$ cat config.mk
export PLATFORM = sky130hd
export DESIGN_NAME = stream_demux4
export DESIGN_NICKNAME = d
export VERILOG_FILES = /design/src/rtl/demux_pkg.sv /design/src/rtl/lane_fifo.sv /design/src/rtl/stream_demux4.sv
export SDC_FILE = /design/constraint.sdc
export NUM_CORES = 1
export LEC_CHECK = 0
export ABC_AREA = 1
export CORE_MARGIN = 2
export CORE_UTILIZATION = 55
export CTS_CLUSTER_SIZE = 10
export DETAILED_ROUTE_END_ITERATION = 7
export DONT_BUFFER_PORTS = 1
export PLACE_DENSITY = 0.7
export SLEW_MARGIN = 20
export SYNTH_ARGS = -nofsm -noshare
export SYNTH_HDL_FRONTEND = slang
export SYNTH_SLANG_ARGS = --single-unit
$ cat constraint.sdc
create_clock -name clk -period 2.4 [get_ports clk]
set_input_delay 0.24 -clock clk [delete_from_list [all_inputs] [get_ports clk]]
set_output_delay 0.24 -clock clk [all_outputs]
set_load 0.02 [all_outputs]
$ cat src/rtl/demux_pkg.sv
// Shared constants and types for the 1:4 stream demultiplexer and its lane FIFOs.
package demux_pkg;

  localparam int unsigned NUM_LANES  = 4;
  localparam int unsigned DEF_DATA_W = 4;
  localparam int unsigned DEF_DEPTH  = 4;
  localparam int unsigned DEF_CNT_W  = $clog2(DEF_DEPTH + 1);

  typedef logic [1:0]            lane_sel_t;
  typedef logic [DEF_DATA_W-1:0] data_t;

endpackage

$ cat src/rtl/lane_fifo.sv
// Per-lane first-word-fall-through FIFO; occupancy count resolves full/empty.
module lane_fifo
  import demux_pkg::*;
#(
  parameter int unsigned DATA_W = DEF_DATA_W,
  parameter int unsigned DEPTH  = DEF_DEPTH,
  parameter int unsigned CNT_W  = $clog2(DEPTH + 1)
) (
  input  logic              clk,
  input  logic              rst_n,
  input  logic              push_i,
  input  logic [DATA_W-1:0] push_data_i,
  input  logic              pop_i,
  output logic [DATA_W-1:0] head_data_o,
  output logic [CNT_W-1:0]  count_o,
  output logic              full_o,
  output logic              empty_o
);

  localparam int unsigned PTR_W = $clog2(DEPTH);

  logic [DATA_W-1:0] mem_q [DEPTH];
  logic [PTR_W-1:0]  wr_ptr_q, wr_ptr_d;
  logic [PTR_W-1:0]  rd_ptr_q, rd_ptr_d;
  logic [CNT_W-1:0]  count_q, count_d;
  logic              do_push, do_pop;

  assign full_o  = (count_q == CNT_W'(DEPTH));
  assign empty_o = (count_q == '0);
  assign do_push = push_i & ~full_o;
  assign do_pop  = pop_i & ~empty_o;

  // Pointers wrap naturally; the count alone decides full/empty.
  always_comb begin
    wr_ptr_d = wr_ptr_q;
    rd_ptr_d = rd_ptr_q;
    count_d  = count_q;
    if (do_push) wr_ptr_d = wr_ptr_q + PTR_W'(1);
    if (do_pop)  rd_ptr_d = rd_ptr_q + PTR_W'(1);
    case ({do_push, do_pop})
      2'b10:   count_d = count_q + CNT_W'(1);
      2'b01:   count_d = count_q - CNT_W'(1);
      default: count_d = count_q;
    endcase
  end

  always_ff @(posedge clk or negedge rst_n) begin
    if (!rst_n) begin
      wr_ptr_q <= '0;
      rd_ptr_q <= '0;
      count_q  <= '0;
    end else begin
      wr_ptr_q <= wr_ptr_d;
      rd_ptr_q <= rd_ptr_d;
      count_q  <= count_d;
    end
  end

  // Storage needs no reset: head is forced to zero whenever the lane is empty.
  always_ff @(posedge clk) begin
    if (do_push) mem_q[wr_ptr_q] <= push_data_i;
  end

  assign head_data_o = empty_o ? '0 : mem_q[rd_ptr_q];
  assign count_o     = count_q;

endmodule

$ cat src/rtl/stream_demux4.sv
// Routes one valid/ready stream to four independently back-pressured lane FIFOs.
module stream_demux4
  import demux_pkg::*;
#(
  parameter int unsigned DATA_W = DEF_DATA_W,
  parameter int unsigned DEPTH  = DEF_DEPTH,
  parameter int unsigned CNT_W  = $clog2(DEPTH + 1)
) (
  input  logic                          clk,
  input  logic                          rst_n,
  input  logic                          in_valid_i,
  output logic                          in_ready_o,
  input  logic [DATA_W-1:0]             in_data_i,
  input  lane_sel_t                     in_sel_i,
  output logic [NUM_LANES-1:0]          out_valid_o,
  input  logic [NUM_LANES-1:0]          out_ready_i,
  output logic [NUM_LANES*DATA_W-1:0]   out_data_o,
  output logic [NUM_LANES*CNT_W-1:0]    lane_count_o
);

  logic [NUM_LANES-1:0] lane_full;
  logic [NUM_LANES-1:0] lane_empty;
  logic [NUM_LANES-1:0] lane_push;
  logic                 push_en;

  // Ready depends only on the selected lane; a same-cycle pop never frees a slot.
  assign in_ready_o = ~lane_full[in_sel_i];
  assign push_en    = in_valid_i & in_ready_o;

  for (genvar i = 0; i < NUM_LANES; i++) begin : g_lane
    assign lane_push[i] = push_en & (in_sel_i == lane_sel_t'(i));

    lane_fifo #(
      .DATA_W (DATA_W),
      .DEPTH  (DEPTH),
      .CNT_W  (CNT_W)
    ) u_fifo (
      .clk         (clk),
      .rst_n       (rst_n),
      .push_i      (lane_push[i]),
      .push_data_i (in_data_i),
      .pop_i       (out_ready_i[i]),
      .head_data_o (out_data_o[DATA_W*i +: DATA_W]),
      .count_o     (lane_count_o[CNT_W*i +: CNT_W]),
      .full_o      (lane_full[i]),
      .empty_o     (lane_empty[i])
    );
  end

  assign out_valid_o = ~lane_empty;

endmodule

==> results of run 1 <==
[sequential cells by signal, indices dropped and copies added, names as in the netlist]
name	cells
g_lane.u_fifo.count_o	12
g_lane.u_fifo.wr_ptr_q	8
g_lane.u_fifo.rd_ptr_q	8
g_lane.u_fifo.mem_q	64
[per-layer routing]
| layer | wire (µm) | part of all wire, % | track usage [%] |
|---|---|---|---|
| met1 | 3340 | 43 | 24.6 |
| met2 | 4000 | 51 | 35.4 |
| met3 | 293 | 3.8 | 3.70 |
| met4 | 180 | 2.3 | 8.96 |
| met5 | 0 | 0 | 0 |
[path summary, 6_finish.rpt]
check,end,slack [ps],cells past startpoint
min reg2reg,g_lane[2].u_fifo.wr_ptr_q[1],540,2
min,g_lane[3].u_fifo.wr_ptr_q[0],30,2
max reg2reg,g_lane[3].u_fifo.count_o[2],180,13
max in group asynchronous,g_lane[2].u_fifo.count_o[2],1910,2
max,g_lane[3].u_fifo.count_o[2],180,13
min in group asynchronous,g_lane[0].u_fifo.rd_ptr_q[1],320,2
[power breakdown]
part	internal [mW]	switching, mW	leakage (nW)	total (mW)
combinational	0.773	1.58	0.968	2.36
clock	0.582	0.507	0.101	1.09
sequential	2.00	0.294	0.905	2.29
total	3.36	2.38	1.97	5.74
[area by class of cell]
class                           count  area [µm²]  area share (%)
Antenna cell                        1        2.50          0.0526
Multi-Input combinational cell    238        1380            28.9
Tap cell                          102         128            2.68
Clock buffer                       11         131            2.76
Inverter                           61         229            4.82
Sequential cell                    92        2620            55.2
Clock inverter                      5        76.3            1.61
Timing Repair Buffer               22         190            4.00
[timing repair]
| action | in CTS | in global routing |
|---|---|---|
| endpoints found under the hold margin | 92 | 0 |
| hold buffers | 6 | 0 |
| endpoints found under the setup margin | 0 | 1 |
| gates resized for setup | 0 | 2 |
[cells in the final DEF, fill, tap and decap left out, types with 2 or more instances in the layout]
cell type | netlist | layout
inv_2 | 3 | 4
nor2_1 | 92 | 92
bufinv_16 | 0 | 2
nand3_2 | 1 | 2
xnor2_1 | 4 | 4
nand2_1 | 25 | 25
xor2_1 | 10 | 10
nand3_4 | 2 | 2
clkbuf_8 | 1 | 9
dlygate4sd3_1 | 0 | 5
fa_1 | 4 | 4
o21ai_0 | 40 | 40
nor2_2 | 5 | 5
edfxtp_1 | 64 | 64
buf_4 | 0 | 16
inv_1 | 58 | 57
ha_1 | 20 | 20
nand4_1 | 4 | 4
a21oi_1 | 22 | 22
nand3_1 | 7 | 6
dfrtp_1 | 28 | 28
clkbuf_1 | 0 | 2
[cell families (layout without fill, tap and decap cells)]
logic type	Yosys count	count (layout)
compound gates	62	62
xor+xnor	14	14
fa+ha+maj	24	24
buf+inv	66	99
flops	92	92
other cells	0	1
simple gates	138	138
[through the flow]
step,cells,power (mW),utilization (%)
floorplan,396,4.06,-
global placement,509,4.57,58.8
detailed placement,509,4.65,58.8
CTS,531,5.78,62.4
global route,532,6.15,62.5
finish,532,5.74,62.5
==> reports/qor.csv, run 1 <==
stage,metric,value,unit
outcome,status,completed,
detailed_routing,vias,2693,
global_routing,track_usage,20.3,%
layout,postLayoutCellArea,0.00475,mm²
setup_path,startpoint_type,register,
synth,synthTopCellsByCount,"nor2_1 (92), edfxtp_1 (64), inv_1 (58), o21ai_0 (40), dfrtp_1 (28)",
die,ios,46,
synth,synth.ff_latch_count,92,
synth,synthesis.nets,433,
clock_tree,clk_pin_slew,90,ps
die,start_util,55.9,%
timing,fin_ws,182,ps
setup_path,worstSetupEndpointType,register,
power,power_density,1210,mW/mm²
timing,tns,0,ps
detailed_routing,firstDrtPassIters,4,
timing,worst-slew-pin-transition,655,ps
clock_tree,clk_latency,360,ps
global_routing,grt_pass1_vias,2733,
setup_path,worst-path-max-fanout,7,
setup_path,crit_chain,inv_1 > nand3_1 > nand2_1 > nand2_1 > inv_2 > nand2_8 > nand3_4 > ha_1 > inv_1 > fa_1 > a21oi_1 > o21ai_0 > xor2_1,
clock_tree,cts_tree,yes,
synth,synth_mux_area_share,0,%
detailed_routing,via_per_inst,5.06,
synth,synth_area_leaders,"edfxtp_1 (45%), dfrtp_1 (16%), nor2_1 (8.1%), ha_1 (5.9%), inv_1 (5.1%)",
setup_path,r2r_start,g_lane[0].u_fifo.count_o[1],
placement,dp_hpwl,5500,µm
timing,post-route-period-util,92.4,%
synth,synth_top_cell_by_area,edfxtp_1,
placement,gp_congestion,0.782,
timing,drv_slew,0,
setup_path,crit_buf_inv,3,
synth,ys_seq_area_share,61.6,%
global_routing,grt_pass1_wl,12900,µm
global_routing,grt_overflow,0,
clock_tree,htreeDepth,3,
setup_path,crit_type,reg -> reg,
synth,synth-xor-area-share,2.88,%
synth,synth-adder-area-share,7.76,%
hold_path,worst_hold_startpoint,in_valid_i,
die,die_y,92.0,µm
layout,nets,461,
timing,rsz0062_at_grt,no,
timing,hold_viol_final,0,
timing,maxSlewHeadroom,56.2,%
placement,dp_slack,158,ps
die,die_x,92.0,µm
clock_tree,clock_path_buffers,2,
timing,min_period,2220,ps
synth,synth_top_family_by_area,simple AND/OR/NAND/NOR gates,
detailed_routing,postRouteAntennaNets,0,
power,irDropWorstVdd,616,µV
synth,synth_cells,396,
power,total_leakage_power,1.97,nW
layout,nFillCells,616,
synth,yosys_warnings,0,
setup_path,crit_family,adder cells,
synth,synthArstFlopShare,30.4,%
synth,ys.flop_type,edfxtp_1,
synth,yosys.area.top_type_share,45.2,%
detailed_routing,routedWlPerCell,14.7,µm
clock_tree,post_cts_buffers,0,
hold_path,hold_path_class,in -> reg,
synth,synth-compound-area-share,7.29,%
run,maxCapViolCount,0,
die,dieArea,0.00846,mm²
setup_path,cp.required,2640,ps
timing,max_freq,0.451,GHz
setup_path,crit_start,g_lane[0].u_fifo.count_o[1],
timing,fin_skew,11.4,ps
global_routing,antenna_found_initial,1,
synth,avgSynthCellArea,10.7,µm²
detailed_routing,wirelength,7810,µm
setup_path,slowest_delay,390,ps
synth,synth-edff-count,64,
layout,drive_above_1_share,10.5,%
detailed_routing,drcViolationCount,0,
die,design.core.area,0.00761,mm²
placement,io_buffers,0,
clock_tree,cts-root-buf,clkbuf_8,
die,placementRows,32,
placement,placed_area,0.00447,mm²
clock_tree,cts_made_buffers,9,
timing,setup_viol,0,
global_routing,grt_max_degree,29,
setup_path,cp.arrival,2460,ps
synth,netlist_area,0.00426,mm²
clock_tree,cts.sinks,92,
synth,synth_simple_gate_area_share,14.3,%
synth,synth_most_common_cell,nor2_1,
timing,hold_ws,33.5,ps
synth,synth.distinct_cells,21,
setup_path,crit_slowest_cell,dfrtp_1,
layout,syn_to_final_growth,11.7,%
detailed_routing,drtIter0Drc,93,
(Power assumes the default switching activity.)
==> inputs of run 2 (changes only) <==
ABC_AREA = not set   (was 1)
PLACE_DENSITY = 0.73   (was 0.7)
clock period = 1.8 ns   (was 2.4 ns; I/O delays follow)
==> run 2 against run 1 <==
Against the previous run:
- the run now ends with setup timing left
- critical path depth decreased by 5
- power grew 42%
- combinational power grew 51%
- largest power group unchanged
- flip-flop and latch count unchanged
- routed wire length is 6.3% lower
==> reports/qor.csv, run 2 <==
stage,metric,value,unit,change
outcome,status,"finished, violations left",,
outcome,violations,setup timing,,
layout,syn_to_final_growth,21.4,%,
synth,synth_most_common_cell,edfxtp_1,,
setup_path,cpMostUsedCell,xor2_1,,
synth,ys.flop_type,edfxtp_1,,
detailed_routing,wirelength,7320,µm,-6.3%
detailed_routing,firstDrtPassIters,4,,unchanged
die,die_y,91.1,µm,-0.92%
synth,synth-compound-area-share,2.22,%,-5.1 points
global_routing,grt_pass1_vias,2404,,-12%
setup_path,cp.arrival,2120,ps,-340 ps
global_routing,track_usage,19.6,%,-0.67 points
power,total_leakage_power,1.94,nW,-1.6%
setup_path,slowest_delay,430,ps,+40 ps
timing,fin_ws,-87.1,ps,-269 ps
setup_path,r2r_cells,8,,-5
hold_path,hold_path_class,in -> reg,,
layout,register_area,0.00264,mm²,+0.67%
detailed_routing,routedWlPerCell,17.5,µm,+19%
placement,dp_hpwl,5030,µm,-8.6%
layout,nFillCells,512,,-17%
setup_path,crit_family,simple AND/OR/NAND/NOR gates,,
layout,layout_common_cells,"edfxtp_1 (64), buf_4 (38), inv_1 (19), and2_1 (19)",,
layout,nets,351,,-24%
clock_tree,clock_path_buffers,2,,unchanged
power,irDropWorstVdd,881,µV,+43%
global_routing,grt_overflow,0,,unchanged
clock_tree,cts_tree,yes,,
synth,synth_cells,261,,-34%
hold_path,worst_hold_startpoint,out_ready_i[0],,
run,maxCapViolCount,0,,unchanged
setup_path,crit_start,g_lane[0].u_fifo.count_o[1],,
synth,synth-edff-count,64,,unchanged
setup_path,worst-path-stages,8,,-5
power,power,8.12,mW,+42%
synth,yosys.area.top_type_share,46.0,%,+0.88 points
synth,synthesis.nets,298,,-31%
setup_path,rrSetupSlack,-90,ps,-270 ps
setup_path,crit_chain,or3_4 > and2_4 > ha_4 > inv_2 > fa_2 > xor2_1 > nor2_1 > xor2_1,,
timing,min_period,1890,ps,-331 ps
synth,synth_top_family_by_area,multiplexers,,
layout,n_antenna_cell,0,,-1
hold_path,holdPathStages,3,,+1
layout,final_common_cell,edfxtp_1,,
setup_path,worstSetupEndpointType,register,,
timing,setup_viol,4,,+4
placement,gp_congestion,0.768,,-1.8%
timing,worst-slew-pin-transition,625,ps,-30.8 ps
synth,synth.ff_latch_count,92,,unchanged
timing,fin_skew,14.9,ps,+3.59 ps
clock_tree,clk_latency,360,ps,about the same
clock_tree,cts.sinks,92,,unchanged
die,ios,46,,unchanged
setup_path,worst-path-max-fanout,3,,-4
synth,netlist_area,0.00417,mm²,-1.9%
die,die_x,91.1,µm,-0.92%
timing,post-route-period-util,105,%,+12 points
synth,synth_top_cell_by_area,edfxtp_1,,
setup_path,r2r_start,g_lane[0].u_fifo.count_o[1],,
setup_path,crit_buf_inv,1,,-2
clock_tree,clk_pin_slew,90,ps,about the same
global_routing,grt_pass1_wl,12100,µm,-5.8%
setup_path,crit_slowest_cell,dfrtp_2,,
global_routing,antenna_found_initial,0,,-1
timing,max_freq,0.530,GHz,+18%
synth,synthArstFlopShare,30.4,%,unchanged
detailed_routing,via_per_inst,5.23,,+3.3%
power,power_density,1600,mW/mm²,+33%
synth,avgSynthCellArea,16.0,µm²,+49%
layout,multi_input_area,0.00159,mm²,+15%
die,design.core.area,0.00729,mm²,-4.1%
synth,yosys_warnings,0,,unchanged
global_routing,grt_max_degree,29,,unchanged
detailed_routing,vias,2186,,-19%
placement,io_buffers,0,,unchanged
synth,synth_area_leaders,"edfxtp_1 (46%), dfrtp_1 (17%), mux4_2 (8.6%), ha_1 (6.0%), and2_1 (4.8%)",,
die,placementRows,31,,-3.1%
setup_path,crit_type,reg -> reg,,
layout,largest_reg_flops,64,,unchanged
setup_path,reg2reg_to,g_lane[0].u_fifo.count_o[2],,
clock_tree,htreeDepth,3,,unchanged
detailed_routing,drcViolationCount,0,,unchanged
synth,synth-xor-area-share,5.04,%,+2.2 points
die,start_util,57.2,%,+1.3 points
clock_tree,cts_made_buffers,9,,unchanged
timing,maxSlewHeadroom,58.2,%,+2.1 points
timing,drv_slew,0,,unchanged
layout,drive_above_1_share,42.6,%,+32 points
synth,synthTopCellsByCount,"edfxtp_1 (64), and2_1 (32), dfrtp_1 (28), inv_1 (24), ha_1 (20)",,
timing,rsz0062_at_grt,yes,,
setup_path,cp.required,2030,ps,-610 ps
synth,synth.distinct_cells,30,,+43%
synth,synth_mux_area_share,10.5,%,+11 points
synth,ys_seq_area_share,62.8,%,+1.2 points
timing,hold_viol_final,0,,unchanged
layout,largest-register,g_lane.u_fifo.mem_q,,
detailed_routing,drtIter0Drc,43,,-54%
synth,synth_simple_gate_area_share,8.21,%,-6.0 points
synth,synth-adder-area-share,7.91,%,+0.15 points
setup_path,startpoint_type,register,,
die,dieArea,0.00830,mm²,-1.8%
detailed_routing,postRouteAntennaNets,0,,unchanged
hold_path,min_to,g_lane[0].u_fifo.rd_ptr_q[0],,
clock_tree,cts-root-buf,clkbuf_8,,
placement,dp_slack,-94.7,ps,-253 ps
-- run 2: worst max path at each step --
stage / endpoint
after global routing: g_lane[0].u_fifo.count_o[2]
after CTS: g_lane[0].u_fifo.count_o[2]
after floorplan: g_lane[3].u_fifo.count_o[2]
after detailed placement: g_lane[0].u_fifo.count_o[2]
final: g_lane[0].u_fifo.count_o[2]
after global placement: g_lane[0].u_fifo.count_o[2]
-- run 2: repair_timing --
action	4_1_cts	5_1_grt
setup buffers	6	2
hold endpoints to repair	96	0
hold buffers	10	0
pin swaps	15	17
gates resized for setup	16	25
setup endpoints to repair	25	23
-- run 2: cell type report --
cell class,count,area share [%]
Tap cell,99,2.44
Clock buffer,9,2.44
Clock inverter,7,1.43
Inverter,24,1.78
Multi-Input combinational cell,136,31.3
Sequential cell,92,52.1
Timing Repair Buffer,51,8.47
-- run 2: kinds of logic after synthesis --
group           Yosys count
buf+inv                  33
mux                      23
flops                    92
simple gates             57
compound gates            8
fa+ha+maj                24
xor+xnor                 24
-- run 2: metrics by stage --
step | cell area, µm² | util, % | TNS, ps | instances | hold slack (ps)
2_1_floorplan | 4300 | - | -1380 | 261 | -116
3_3_place_gp | 4580 | 62.8 | -31.0 | 384 | -115
3_5_place_dp | 4580 | 62.8 | -221 | 384 | -115
4_1_cts | 4980 | 68.4 | -231 | 416 | 122
5_1_grt | 5070 | 69.5 | -780 | 418 | 135
6_report | 5070 | 69.5 | -180 | 418 | 132
-- run 2: where the power goes --
part	internal, mW	switching, mW	total, mW
Combinational	1.78	1.78	3.56
Clock	0.647	0.738	1.38
Sequential	2.73	0.451	3.18
-- run 2: metal layers --
| metal | vias to the layer above | global-route usage (%) | share of wire (%) |
|---|---|---|---|
| li1 | 1022 | - | - |
| met1 | 1108 | 24.8 | 42 |
| met2 | 45 | 33.9 | 52 |
| met3 | 11 | 3.65 | 4.8 |
| met4 | 0 | 7.20 | 1.6 |
| met5 | - | 0 | 0 |
-- run 2: worst register-to-register path, delay by kind of cell, from the launching register on --
family	cells	cell delay, ps
xor+xnor	2	320
fa+ha+maj	2	340
buf+inv	1	50
flops	1	430
simple gates	3	640
==> inputs of run 3 (changes only) <==
PLACE_DENSITY = 0.7   (was 0.73)
RECOVER_POWER = 100   (was not set)
clock period = 2.3 ns   (was 1.8 ns; I/O delays follow)
==> run 3 against run 2 <==
Against the previous run:
- clock skew decreased by 3.8 ps
- clock-buffer cell count increased by 2
- largest cell class unchanged
- the flow finishes with violations (capacitance limit, slew limit)
- critical path type unchanged
- final area decreased by 11%
==> reports/qor.csv, run 3 (same netlist as run 2, synthesis figures left out) <==
stage,metric,value,unit,change
clock_tree,cts_made_buffers,9,,unchanged
run,maxCapViolCount,1,,+1
setup_path,rrSetupSlack,200,ps,+290 ps
timing,max_freq,0.477,GHz,-10%
layout,nets,321,,-8.5%
detailed_routing,vias,2031,,-7.1%
setup_path,worst-path-max-fanout,5,,+2
layout,largest_reg_flops,64,,unchanged
timing,fin_skew,11.2,ps,-3.76 ps
layout,drive_above_1_share,13.1,%,-29 points
setup_path,crit_type,reg -> reg,,
power,clkPwrFrac,17.7,%,+0.7 points
power,switching_power,2.08,mW,-30%
timing,hold_ws,36.8,ps,-95.5 ps
timing,maxSlewHeadroom,-10.5,%,-69 points
clock_tree,cts_tree,yes,,
power,p_seq_share,46.2,%,+7.1 points
die,placementRows,31,,unchanged
detailed_routing,drcViolationCount,0,,unchanged
die,design.core.area,0.00729,mm²,unchanged
layout,final_cells,388,,-7.2%
power,irDropWorstVdd,561,µV,-36%
global_routing,grt_max_degree,29,,unchanged
die,start_util,57.2,%,unchanged
clock_tree,cts.sinks,92,,unchanged
layout,final_common_cell,edfxtp_1,,
clock_tree,post_cts_buffers,0,,-6
global_routing,antenna_found_initial,0,,unchanged
setup_path,worstSetupEndpointType,register,,
outcome,status,"finished, violations left",,
setup_path,cp.arrival,2380,ps,+260 ps
power,total_leakage_power,1.66,nW,-14%
clock_tree,clock_path_buffers,2,,unchanged
detailed_routing,postRouteAntennaNets,0,,unchanged
placement,io_buffers,0,,unchanged
layout,syn_to_final_growth,8.48,%,
power,pwr-share-comb,36.1,%,-7.8 points
clock_tree,clk_latency,350,ps,about the same
setup_path,r2r_start,g_lane[2].u_fifo.count_o[0],,
power,power,5.44,mW,-33%
timing,setup_viol,0,,-4
placement,gp_congestion,0.723,,-5.9%
detailed_routing,drtIter0Drc,74,,+72%
placement,dp_hpwl,4840,µm,-3.9%
timing,post-route-period-util,91.2,%,-14 points
setup_path,crit_slowest_cell,dfrtp_1,,
global_routing,track_usage,18.2,%,-1.4 points
global_routing,grt_pass1_wl,11300,µm,-7.2%
layout,layout_common_cells,"edfxtp_1 (64), and2_0 (36), dfrtp_1 (28), inv_1 (24), ha_1 (20)",,
setup_path,r2r_cells,9,,+1
clock_tree,cts-root-buf,clkbuf_8,,
timing,drv_slew,29,,+29
setup_path,cp.required,2580,ps,+550 ps
setup_path,crit_start,g_lane[2].u_fifo.count_o[0],,
global_routing,grt_overflow,0,,unchanged
timing,rsz0062_at_grt,no,,
placement,dp.cells,366,,-4.7%
clock_tree,clk_pin_slew,90,ps,about the same
timing,hold_viol_final,0,,unchanged
detailed_routing,via_per_inst,5.23,,about the same
die,die_y,91.1,µm,unchanged
clock_tree,htreeDepth,3,,unchanged
timing,tns,0,ps,+180 ps
setup_path,startpoint_type,register,,
timing,min_period,2100,ps,+210 ps
power,power_density,1200,mW/mm²,-25%
power,p_int,3.36,mW,-35%
layout,nFillCells,596,,+16%
die,ios,46,,unchanged
detailed_routing,wirelength,6760,µm,-7.6%
power,switching_share,38.3,%,+1.8 points
setup_path,crit_chain,nor2_1 > a211oi_1 > inv_1 > ha_1 > inv_1 > fa_1 > xor2_1 > nor2_1 > xor2_1,,
global_routing,grt_pass1_vias,2166,,-9.9%
detailed_routing,routedWlPerCell,17.4,µm,-0.42%
outcome,violations,"capacitance limit, slew limit",,
die,dieArea,0.00830,mm²,unchanged
detailed_routing,firstDrtPassIters,4,,unchanged
timing,worst-slew-pin-transition,1660,ps,+1030 ps
hold_path,holdPathStages,2,,-1
setup_path,crit_path_end,g_lane[2].u_fifo.count_o[2],,
setup_path,slowest_delay,500,ps,+70 ps
setup_path,reg2reg_to,g_lane[2].u_fifo.count_o[2],,
hold_path,hold_path_class,in -> reg,,
die,die_x,91.1,µm,unchanged
layout,n_antenna_cell,0,,unchanged
layout,largest-register,g_lane.u_fifo.mem_q,,
## run 3: worst min path at each step
| stage | slack [ps] | startpoint | end |
|---|---|---|---|
| detailed placement | -60 | rst_n | g_lane[2].u_fifo.rd_ptr_q[1] |
| floorplan | -70 | rst_n | g_lane[0].u_fifo.count_o[0] |
| finish | 40 | out_ready_i[1] | g_lane[1].u_fifo.rd_ptr_q[1] |
| CTS | 20 | out_ready_i[1] | g_lane[1].u_fifo.rd_ptr_q[1] |
| global route | 20 | out_ready_i[1] | g_lane[1].u_fifo.rd_ptr_q[1] |
| global placement | -60 | rst_n | g_lane[2].u_fifo.rd_ptr_q[1] |
## run 3: per-layer routing
| metal | GRT usage, % | routed length (µm) |
|---|---|---|
| met3 | 4.81 | 283 |
| met1 | 22.6 | 2880 |
| met5 | 0 | 0 |
| met4 | 6.44 | 80 |
| met2 | 31.0 | 3520 |
## run 3: power groups by stage
stage / logic, mW / clock network, mW / registers [mW]
after global placement: 2.01 / 0 / 2.55
after detailed placement: 2.08 / 0 / 2.56
after global routing: 2.19 / 1.05 / 2.59
after CTS: 2.13 / 0.997 / 2.53
final: 1.96 / 0.965 / 2.51
after floorplan: 1.65 / 0 / 2.52
## run 3: critical path: cells and delay by family (launching register included)
family / cells / cell delay [ps]
xor+xnor: 2 / 300
flops: 1 / 500
compound gates: 1 / 140
buf+inv: 2 / 150
simple gates: 2 / 380
fa+ha+maj: 2 / 560
## run 3: what timing repair did
| item | 4_1_cts | 5_1_grt |
|---|---|---|
| resized for setup | 0 | 0 |
| hold buffers | 6 | 0 |
| endpoints found under the hold margin | 92 | 0 |
## run 3: final cells by class
type                            instances  area [µm²]  share of cell area (%)
Timing Repair Buffer                   21         114                    2.51
Inverter                               24        90.1                    1.99
Clock inverter                          5        35.0                   0.774
Clock buffer                           11         141                    3.12
Sequential cell                        92        2620                    57.9
Tap cell                               99         124                    2.74
Multi-Input combinational cell        136        1400                    30.9
## run 3: per-stage QoR
stage | area (µm²) | utilization [%] | setup slack [ps]
after floorplan | 4170 | - | 67.1
after global placement | 4360 | 59.8 | 298
after detailed placement | 4360 | 59.8 | 233
after CTS | 4610 | 63.2 | 207
after global routing | 4530 | 62.1 | 57.8
final | 4530 | 62.1 | 203
